==> src/rtl/fsqrt_ctrl.sv <==
`default_nettype none
// +----------------------------------------------------------------------------+
// | fsqrt_ctrl: issue/retire controller around a fixed-latency fsqrt pipeline. |
// | Revision: 1.0                                                              |
// +----------------------------------------------------------------------------+
module fsqrt_ctrl #(
  parameter int LAT   = 3,
  parameter int DEPTH = 4,
  parameter int TAG_W = 4
) (
  input  logic             clk,
  input  logic             rstn,
  input  logic             in_valid,
  output logic             in_ready,
  input  logic [31:0]      in_x,
  input  logic [TAG_W-1:0] in_tag,
  output logic [31:0]      sq_x,
  input  logic [31:0]      sq_y,
  output logic             out_valid,
  input  logic             out_ready,
  output logic [31:0]      out_y,
  output logic [TAG_W-1:0] out_tag
);
  localparam int          AW      = (DEPTH > 1) ? $clog2(DEPTH) : 1;
  localparam int          CW      = $clog2(DEPTH + 1);
  localparam int          IW      = $clog2(LAT + 1);
  localparam logic [31:0] DEPTH_U = DEPTH;

  logic [LAT-1:0]   v_q, v_d, spec_q, spec_d;
  logic [TAG_W-1:0] tag_q [LAT];
  logic [TAG_W-1:0] tag_d [LAT];
  logic [31:0]      sval_q [LAT];
  logic [31:0]      sval_d [LAT];
  logic [31:0]      mem_q [DEPTH];
  logic [31:0]      mem_d [DEPTH];
  logic [TAG_W-1:0] mtag_q [DEPTH];
  logic [TAG_W-1:0] mtag_d [DEPTH];
  logic [AW-1:0]    rd_q, rd_d, wr_q, wr_d;
  logic [CW-1:0]    count_q, count_d;
  logic [IW-1:0]    inflight_q, inflight_d;

  logic        accept, push, pop, is_spec;
  logic [31:0] spec_val, push_y;

  always_comb begin
    is_spec  = 1'b1;
    spec_val = 32'h0;
    if (in_x[30:23] == 8'h00)
      spec_val = {in_x[31], 31'b0};
    else if (in_x[30:23] == 8'hFF && in_x[22:0] != 23'h0)
      spec_val = 32'h7FC0_0000;
    else if (in_x[30:23] == 8'hFF && !in_x[31])
      spec_val = 32'h7F80_0000;
    else if (in_x[31])
      spec_val = 32'h7FC0_0000;
    else
      is_spec = 1'b0;
  end

  // Registered credits only: a same-cycle pop is not counted, so admission is one cycle conservative.
  assign in_ready  = rstn && ((32'(count_q) + 32'(inflight_q)) < DEPTH_U);
  assign accept    = in_valid & in_ready;
  assign sq_x      = accept ? in_x : 32'h0;
  assign push      = v_q[LAT-1];
  assign push_y    = spec_q[LAT-1] ? sval_q[LAT-1] : sq_y;
  assign out_valid = (count_q != '0);
  assign pop       = out_valid & out_ready;
  assign out_y     = out_valid ? mem_q[rd_q] : 32'h0;
  assign out_tag   = out_valid ? mtag_q[rd_q] : '0;

  always_comb begin
    v_d       = v_q;
    spec_d    = spec_q;
    tag_d     = tag_q;
    sval_d    = sval_q;
    v_d[0]    = accept;
    spec_d[0] = is_spec;
    tag_d[0]  = in_tag;
    sval_d[0] = spec_val;
    for (int i = 1; i < LAT; i++) begin
      v_d[i]    = v_q[i-1];
      spec_d[i] = spec_q[i-1];
      tag_d[i]  = tag_q[i-1];
      sval_d[i] = sval_q[i-1];
    end
    inflight_d = '0;
    for (int i = 0; i < LAT; i++)
      inflight_d = inflight_d + IW'(v_d[i]);
  end

  always_comb begin
    mem_d  = mem_q;
    mtag_d = mtag_q;
    wr_d   = wr_q;
    rd_d   = rd_q;
    if (push) begin
      mem_d[wr_q]  = push_y;
      mtag_d[wr_q] = tag_q[LAT-1];
      wr_d         = wr_q + AW'(1);
    end
    if (pop)
      rd_d = rd_q + AW'(1);
    count_d = count_q + CW'(push) - CW'(pop);
  end

  always_ff @(posedge clk or negedge rstn) begin
    if (!rstn) begin
      v_q        <= '0;
      spec_q     <= '0;
      rd_q       <= '0;
      wr_q       <= '0;
      count_q    <= '0;
      inflight_q <= '0;
      for (int i = 0; i < LAT; i++) begin
        tag_q[i]  <= '0;
        sval_q[i] <= '0;
      end
    end else begin
      v_q        <= v_d;
      spec_q     <= spec_d;
      tag_q      <= tag_d;
      sval_q     <= sval_d;
      rd_q       <= rd_d;
      wr_q       <= wr_d;
      count_q    <= count_d;
      inflight_q <= inflight_d;
    end
  end

  // Storage is qualified by count, so it needs no reset.
  always_ff @(posedge clk) begin
    mem_q  <= mem_d;
    mtag_q <= mtag_d;
  end

endmodule
`default_nettype wire

==> config.mk <==
export PLATFORM = sky130hd
export DESIGN_NAME = fsqrt_ctrl
export DESIGN_NICKNAME = d
export VERILOG_FILES = /design/src/rtl/fsqrt_ctrl.sv
export SDC_FILE = /design/constraint.sdc
export NUM_CORES = 1
export LEC_CHECK = 0
export CAP_MARGIN = 20
export CORE_UTILIZATION = 51
export CTS_BUF_LIST = sky130_fd_sc_hd__clkbuf_16
export DETAILED_ROUTE_END_ITERATION = 16
export PLACE_DENSITY = 0.89
export SYNTH_ARGS = -nofsm -noshare
export SYNTH_HDL_FRONTEND = slang
export SYNTH_SLANG_ARGS = --single-unit
==> constraint.sdc <==
create_clock -name clk -period 2.7 [get_ports clk]
set_input_delay 0.54 -clock clk [delete_from_list [all_inputs] [get_ports clk]]
set_output_delay 0.54 -clock clk [all_outputs]
set_load 0.05 [all_outputs]
# --- Word-level counts from Yosys, hierarchy flattened ---
# Index checks and enable logic that the tools add are counted.
totals:
  out_inout_bits: 70
  wordCells: 68
  register_bits: 267
classes:
  n_mux: 24
  n_reduce_logical: 8
  n_lt_le_gt_ge: 4
  bitwise_logic: 4
  addsub: 7
  n_eq_ne: 1
op_table:
  columns: ["cell", "n"]
  rows:
  - ["$mux W32", 7]
  - ["$bwmux W128", 1]
  - ["$mux W31", 3]
  - ["$bmux W32 S2", 1]
  - ["$demux W32 S2", 1]
  - ["$reduce_bool A23 Y1", 1]
  - ["$bwmux W16", 1]
  - ["$mux W4", 4]
  - ["$bmux W4 S2", 1]
  - ["$demux W4 S2", 1]
  - ["$eq A8 B8 Y1 const B", 1]
  - ["$logic_not A8 Y1", 1]
  - ["$ge A3 B3 Y1 const B", 2]
  - ["$not A2 Y3", 2]
  - ["$add A2 B1 Y2 const B", 2]
  - ["$add A3 B2 Y4", 1]
  - ["$logic_and A1 B1 Y1", 4]
  - ["$lt A4 B3 Y1 const B", 1]
  - ["$mux W1", 4]
  - ["$add A3 B1 Y3", 1]
  - ["$lt A3 B1 Y1 const B", 1]
  - ["$reduce_bool A3 Y1", 1]
  - ["$sub A3 B1 Y3", 1]
  - ["$add A1 B1 Y2", 1]
  - ["3 further kinds", 4]

# --- Depth between registers and ports, before layout ---
# Gate-level depths: netlist (run 1).
depth:
  word_depth: 6
  mapped_depth: 9
  mapped_depth_nobuf: 9

# --- Worst setup path before layout (run 1) ---
# OpenSTA, ideal clock, no wires.
synth_timing:
  path_kind: "register to output"
  start: "reg count_q[1]"
  end: "out sq_x[23]"
  n_path_buf: 1
  t_arrival_ps: 1716
  stages_incl_launch_ff: 6
  slack_ps: 444
  cell_sequence: "dfrtp_1 -> ha_1 -> nand3_1 -> and4_1 -> clkbuf_1 -> and2_1"
synth_via:
  elab_chain_cells: 5
synth_lines:
  columns: ["item", "line", "source"]
  rows:
  - ["start, declared", "39", "logic [CW-1:0] count_q, count_d;"]
  - ["start signal, assigned", "125", "count_q <= count_d;"]
  - ["$add A3 B2 Y4", "61", "assign in_ready = rstn && ((32'(count_q) + 32'(inflight_q)) < DEPTH_U);"]
  - ["$lt A4 B3 Y1", "61", null]
  - ["$logic_and A1 B1 Y1", "61", null]
  - ["$and A1 B1 Y1", "62", "assign accept = in_valid & in_ready;"]
  - ["named net accept", "42", "logic accept, push, pop, is_spec;"]
  - ["$mux W32", "63", "assign sq_x = accept ? in_x : 32'h0;"]
  - ["end, declared", "17", "output logic [31:0] sq_x,"]
# The timed path passes the listed nets, and every way through them passes these cells.

# --- Worst setup path after layout (run 1) ---
layout_timing:
  start: "reg rd_q[0]"
  end: "out out_y[5]"
layout_via:
  elab_chain_cells: 5
layout_lines:
  columns: ["item", "line", "source"]
  rows:
  - ["start, declared", "38", "logic [AW-1:0] rd_q, rd_d, wr_q, wr_d;"]
  - ["start signal, assigned", "123", "rd_q <= rd_d;"]
  - ["$not A2 Y3 (not written as such)", "68", "assign out_y = out_valid ? mem_q[rd_q] : 32'h0;"]
  - ["$bmux W32 S2", "68", null]
  - ["$mux W32 (not written as such) (2 in a row)", "68", null]
  - ["$mux W32", "68", null]
  - ["end, declared", "21", "output logic [31:0] out_y,"]
# No other way between the ends. The select of a mux whose other input is x is not followed.

==> results.json, run 1 <==
{
  "drt_first_iter_violations": 320,
  "cts_buffer_depth": 2,
  "grt_pass1_wl_mm": 21.6,
  "dp_hpwl_mm": 9.16,
  "period_minus_slack_ps": 2580,
  "path_class": "reg -> out",
  "seq_area_frac_synth_pct": 72.6,
  "drive_above_1_share_pct": 27.6,
  "n_antenna_cell": 0,
  "fmax_mhz": 388,
  "power_leakage_nw": 3.61,
  "cts_sinks": 180,
  "overflow": 0,
  "initial_core_util_pct": 52.0,
  "grt_max_degree": 39,
  "start_kind": "register",
  "clock_latency_ps": 430,
  "htreeDepth": 4,
  "maxSlewHeadroom_pct": 58.8,
  "cts-root-buf": "clkbuf_16",
  "path_clk_slew_ps": 60,
  "gr-usage-all-layers_pct": 20.5,
  "drc": 0,
  "tns_ps": 0,
  "fillerInstances": 815,
  "min_path_type": "in -> async",
  "yosysWarnings": 0,
  "critPathRequiredTime_ps": 2160,
  "rsz0062_at_grt": "no",
  "period_share_pct": 95.5,
  "crit_fanout": 19,
  "vdd_drop_max_mv": 0.547,
  "antenna_found_initial": 0,
  "drt_first_pass_iters": 4,
  "io_buffers": 141,
  "place.gp.congestion": 0.731,
  "cp.arrival_ps": 2040,
  "cts_tree": "yes",
  "cts_setup_buffers": 0,
  "ys_types": 26,
  "power-per-cell-area_mw_per_mm2": 1060,
  "power_mw": 10.4,
  "drt_wl_total_mm": 13.8,
  "outcome": "finished clean",
  "drv_cap": 0,
  "cts_buffers": 17,
  "ff2ff_path_depth": 9,
  "grt_pass1_vias": 4304,
  "ios": 142,
  "nNetsFinal": 634,
  "viasPerCell": 5.29,
  "ant_nets": 0,
  "syn_nets": 479,
  "worst_pin_slew_ps": 618,
  "layout_commonest_cell": "edfxtp_1",
  "finalHoldViolCount": 0,
  "core_area_sq_mm": 0.0138,
  "final_cell_mix": "edfxtp_1, and2_1, clkdlybuf4s50_1",
  "postSynthAreaPerCell_sq_um": 18.1,
  "critPathCaptureType": "primary output",
  "whs_ps": 155,
  "hold_buffers": 0,
  "die_y_microns": 121,
  "cts-resized-gates": 1,
  "area_growth_pct": 37.4,
  "fin_skew_ps": 9.59,
  "num_vias": 3950,
  "rows": 43,
  "wire_per_inst_microns": 18.5,
  "ys_seq_elements": 180,
  "slew_violations": 0,
  "die-width_microns": 121,
  "fp.dieArea_sq_mm": 0.0146,
  "syn_inst": 398,
  "finalSetupViolations": 0,
  "syn_area_sq_mm": 0.00719
}
-- metrics by stage --
stage	setup WS (ps)	cells	utilization, %	area, sq um
5_1_grt	4.44	746	71.5	9890
2_1_floorplan	444	398	-	7190
3_5_place_dp	241	714	67.5	9330
6_report	122	746	71.5	9890
4_1_cts	47.2	746	71.4	9880
3_3_place_gp	327	714	67.5	9330
-- sequential cells by signal, summed over array words and instances, names as in the netlist, 3 cells and up --
register / flops
spec_q: 3
mem_q: 128
v_q: 3
tag_d: 8
mtag_q: 16
count_q: 3
tag_q: 4
sval_d: 6
sval_q: 3
-- synth_stat cells --
cell type,instances,area share (%)
edfxtp_1,144,60
and2_1,74,6.4
dfrtp_1,36,13
mux4_2,36,11
nor2b_1,22,1.9
inv_1,19,0.99
clkbuf_1,10,0.52
o21ai_0,10,0.70
ha_1,7,1.2
nor4_1,6,0.52
buf_2,5,0.35
and4_1,4,0.49
nor2_1,3,0.16
xnor2_1,3,0.37
buf_6,2,0.31
fa_1,2,0.56
mux2_2,2,0.31
nand2_1,2,0.10
nand3_1,2,0.14
or4_1,2,0.21
xor2_1,2,0.24
a21oi_1,1,0.069
a311oi_1,1,0.12
and3_1,1,0.087
buf_8,1,0.21
or3_1,1,0.087
-- worst max-delay path, stage by stage, from the launching register on --
cell and delay [ps]:
dfrtp_2 390, buf_6 280, mux4_2 570, and2_1 210
buf_12 160
-- kinds of logic (layout without fill, tap and decap cells) --
logic type / after synthesis / in the layout / share of synthesized area [%]
simple gates: 117 / 117 / 10.1
compound gates: 12 / 12 / 0.887
buf+inv: 37 / 205 / 2.38
xor+xnor: 5 / 5 / 0.609
fa+ha+maj: 9 / 9 / 1.77
flops: 180 / 180 / 72.6
mux: 38 / 38 / 11.6
-- area by class of cell --
cell class	count	area, sq um	share of cell area, %
Clock buffer	17	425	4.30
Tap cell	180	225	2.28
Multi-Input combinational cell	181	1800	18.2
Timing Repair Buffer	154	2020	20.4
Inverter	19	71.3	0.721
Clock inverter	15	115	1.16
Sequential cell	180	5230	52.9
-- report_power, final --
part           switching, mW  internal [mW]
sequential             0.106           3.27
clock                  0.988           1.25
combinational           2.68           2.15
-- routing by layer --
layer | track usage, % | up-vias | wire, microns
li1 | - | 1793 | -
met1 | 23.5 | 1992 | 5250
met2 | 36.5 | 151 | 7480
met3 | 5.90 | 14 | 862
met4 | 7.41 | 0 | 165
met5 | 0 | - | 0
-- final timing paths --
check	startpoint	endpoint	slack, ps
worst min register to register	sval_d[31]	sval_q[31]	350
max in group asynchronous	rstn	rd_q[1]	2210
min in group clk	sval_d[31]	sval_q[31]	350
worst max register to register	count_q[1]	count_q[2]	380
worst max-delay path	rd_q[0]	out_y[5]	120
worst min-delay path	rstn	inflight_q[0]	150
No activity file was read; power rests on OpenSTA's default activity.
==> inputs of run 2 (changes only) <==
--- a/config.mk
+++ b/config.mk
@@ -6,10 +6,11 @@
 export NUM_CORES = 1
 export LEC_CHECK = 0
 export CAP_MARGIN = 20
-export CORE_UTILIZATION = 51
+export CORE_UTILIZATION = 55
 export CTS_BUF_LIST = sky130_fd_sc_hd__clkbuf_16
 export DETAILED_ROUTE_END_ITERATION = 16
-export PLACE_DENSITY = 0.89
+export DONT_BUFFER_PORTS = 1
+export PLACE_DENSITY = 0.8
 export SYNTH_ARGS = -nofsm -noshare
 export SYNTH_HDL_FRONTEND = slang
 export SYNTH_SLANG_ARGS = --single-unit
==> run 2 against run 1 <==
Non-clock buffer count is 109 lower. Register-to-register slack lost 100 ps. First-iteration DRC count shrank 29%. Largest power group is now sequential cells.
==> results.json, run 2 (synthesis results as in run 1) <==
{
  "slew_violations": 0,
  "die-width_microns": 116,
  "core_area_sq_mm": 0.0127,
  "wire_per_inst_microns": 20.1,
  "tns_ps": 0,
  "period_minus_slack_ps": 2610,
  "ant_nets": 0,
  "cts_sinks": 180,
  "fin_area_sq_mm": 0.00835,
  "maxSlewHeadroom_pct": 59.1,
  "fin_skew_ps": 12.1,
  "num_vias": 3482,
  "ios": 142,
  "start_kind": "register",
  "wl_met3_microns": 771,
  "cp.arrival_ps": 2070,
  "crit_fanout": 38,
  "htreeDepth": 4,
  "area_growth_pct": 16.1,
  "final_cell_mix": "edfxtp_1, and2_1, buf_4",
  "worst_pin_slew_ps": 614,
  "worst_slack_ps": 90.1,
  "cts-root-buf": "clkbuf_16",
  "nNetsFinal": 525,
  "overflow": 0,
  "cts_tree": "yes",
  "finalSetupViolations": 0,
  "fp.dieArea_sq_mm": 0.0135,
  "layout_commonest_cell": "edfxtp_1",
  "place.gp.congestion": 0.902,
  "crit_family": "simple AND/OR/NAND/NOR gates",
  "path_class": "reg -> out",
  "grt_pass1_wl_mm": 18.7,
  "path_clk_slew_ps": 60,
  "power_leakage_nw": 3.02,
  "critical-path-max-stage-delay_ps": 500,
  "vdd_drop_max_mv": 0.474,
  "viasPerCell": 5.56,
  "wl_met1_mm": 5.11,
  "drive_above_1_share_pct": 25.6,
  "critPathCaptureType": "primary output",
  "power_mw": 9.42,
  "drc": 0,
  "crit_chain": "or3_2, buf_4, and2_1",
  "critPathRequiredTime_ps": 2160,
  "slowest_stage": "or3_2",
  "place_area_sq_mm": 0.00767,
  "antenna_found_initial": 1,
  "dp_slack_ps": 278,
  "initial_core_util_pct": 56.8,
  "largest_register_ffs": 128,
  "fmax_mhz": 383,
  "outcome": "finished clean",
  "gr-usage-all-layers_pct": 19.7,
  "drt_first_pass_iters": 4,
  "cts_buffers": 17,
  "crit_buf_inv": 1,
  "rows": 41,
  "cts_buffer_depth": 2,
  "die_y_microns": 116,
  "drv_cap": 0,
  "n_antenna_cell": 0,
  "io_buffers": 0,
  "rsz0062_at_grt": "no",
  "power-per-cell-area_mw_per_mm2": 1130,
  "min_path_type": "in -> reg",
  "drt_first_iter_violations": 227,
  "clock_latency_ps": 410,
  "finalHoldViolCount": 0,
  "top_layer": "met4",
  "grt_pass1_vias": 3611,
  "wl_met2_mm": 6.46,
  "grt_max_degree": 39,
  "period_share_pct": 96.7,
  "regMostFlops": "mem_q",
  "dp_hpwl_mm": 8.02,
  "drt_wl_total_mm": 12.6
}
-- run 2: per-stage QoR --
stage / std cells / utilization [%] / hold slack, ps
finish: 626 / 65.9 / 150
global route: 626 / 65.9 / 125
CTS: 626 / 65.8 / 130
detailed placement: 595 / 60.5 / 245
global placement: 595 / 60.5 / 245
floorplan: 398 / - / 244
-- run 2: worst register-to-register path: cells and delay by family (launching register included) --
kind | cells | cell delay [ps]
buffers and inverters | 2 | 100
AND/OR/NAND/NOR | 2 | 700
XOR/XNOR | 2 | 330
adder cells (fa/ha/maj) | 3 | 780
flip-flops | 1 | 440
-- run 2: final cells by class --
type                    count  area (sq um)
fillers                   853          4320
clock inverters            12           213
clock buffers              17           425
multi-input cells         181          1810
well taps                 172           215
flip-flops and latches    180          5230
inverters                  19          71.3
repair buffers             45           390
-- run 2: timing repair --
item,in CTS,in global routing
hold buffers,2,0
buffers inserted,0,0
hold endpoints to repair,36,0
endpoints found under the setup margin,0,32
resized for setup,0,4
-- run 2: layer usage --
layer,vias to the layer above,GRT usage (%)
met1,1743,23.2
met4,0,7.95
met3,22,5.71
met5,-,0
met2,148,33.9
li1,1569,-
-- run 2: final timing paths --
check / startpoint / to / slack [ps] / cells after the start
worst max-delay path: count_q[1] / out_y[7] / 90 / 3
worst min-delay path: in_tag[3] / tag_d[7] / 150 / 0
worst max register to register: count_q[1] / count_q[2] / 280 / 9
worst min register to register: tag_d[7] / tag_d[3] / 350 / 0
max in group asynchronous: rstn / rd_q[0] / 1940 / 2
min in group asynchronous: rstn / count_q[0] / 570 / 2
-- run 2: report_power, final --
group	switching (mW)	leakage (nW)	internal, mW
Combinational	2.37	0.967	0.973
Sequential	0.155	1.75	3.27
Clock	0.938	0.307	1.71
Total	3.47	3.02	5.95
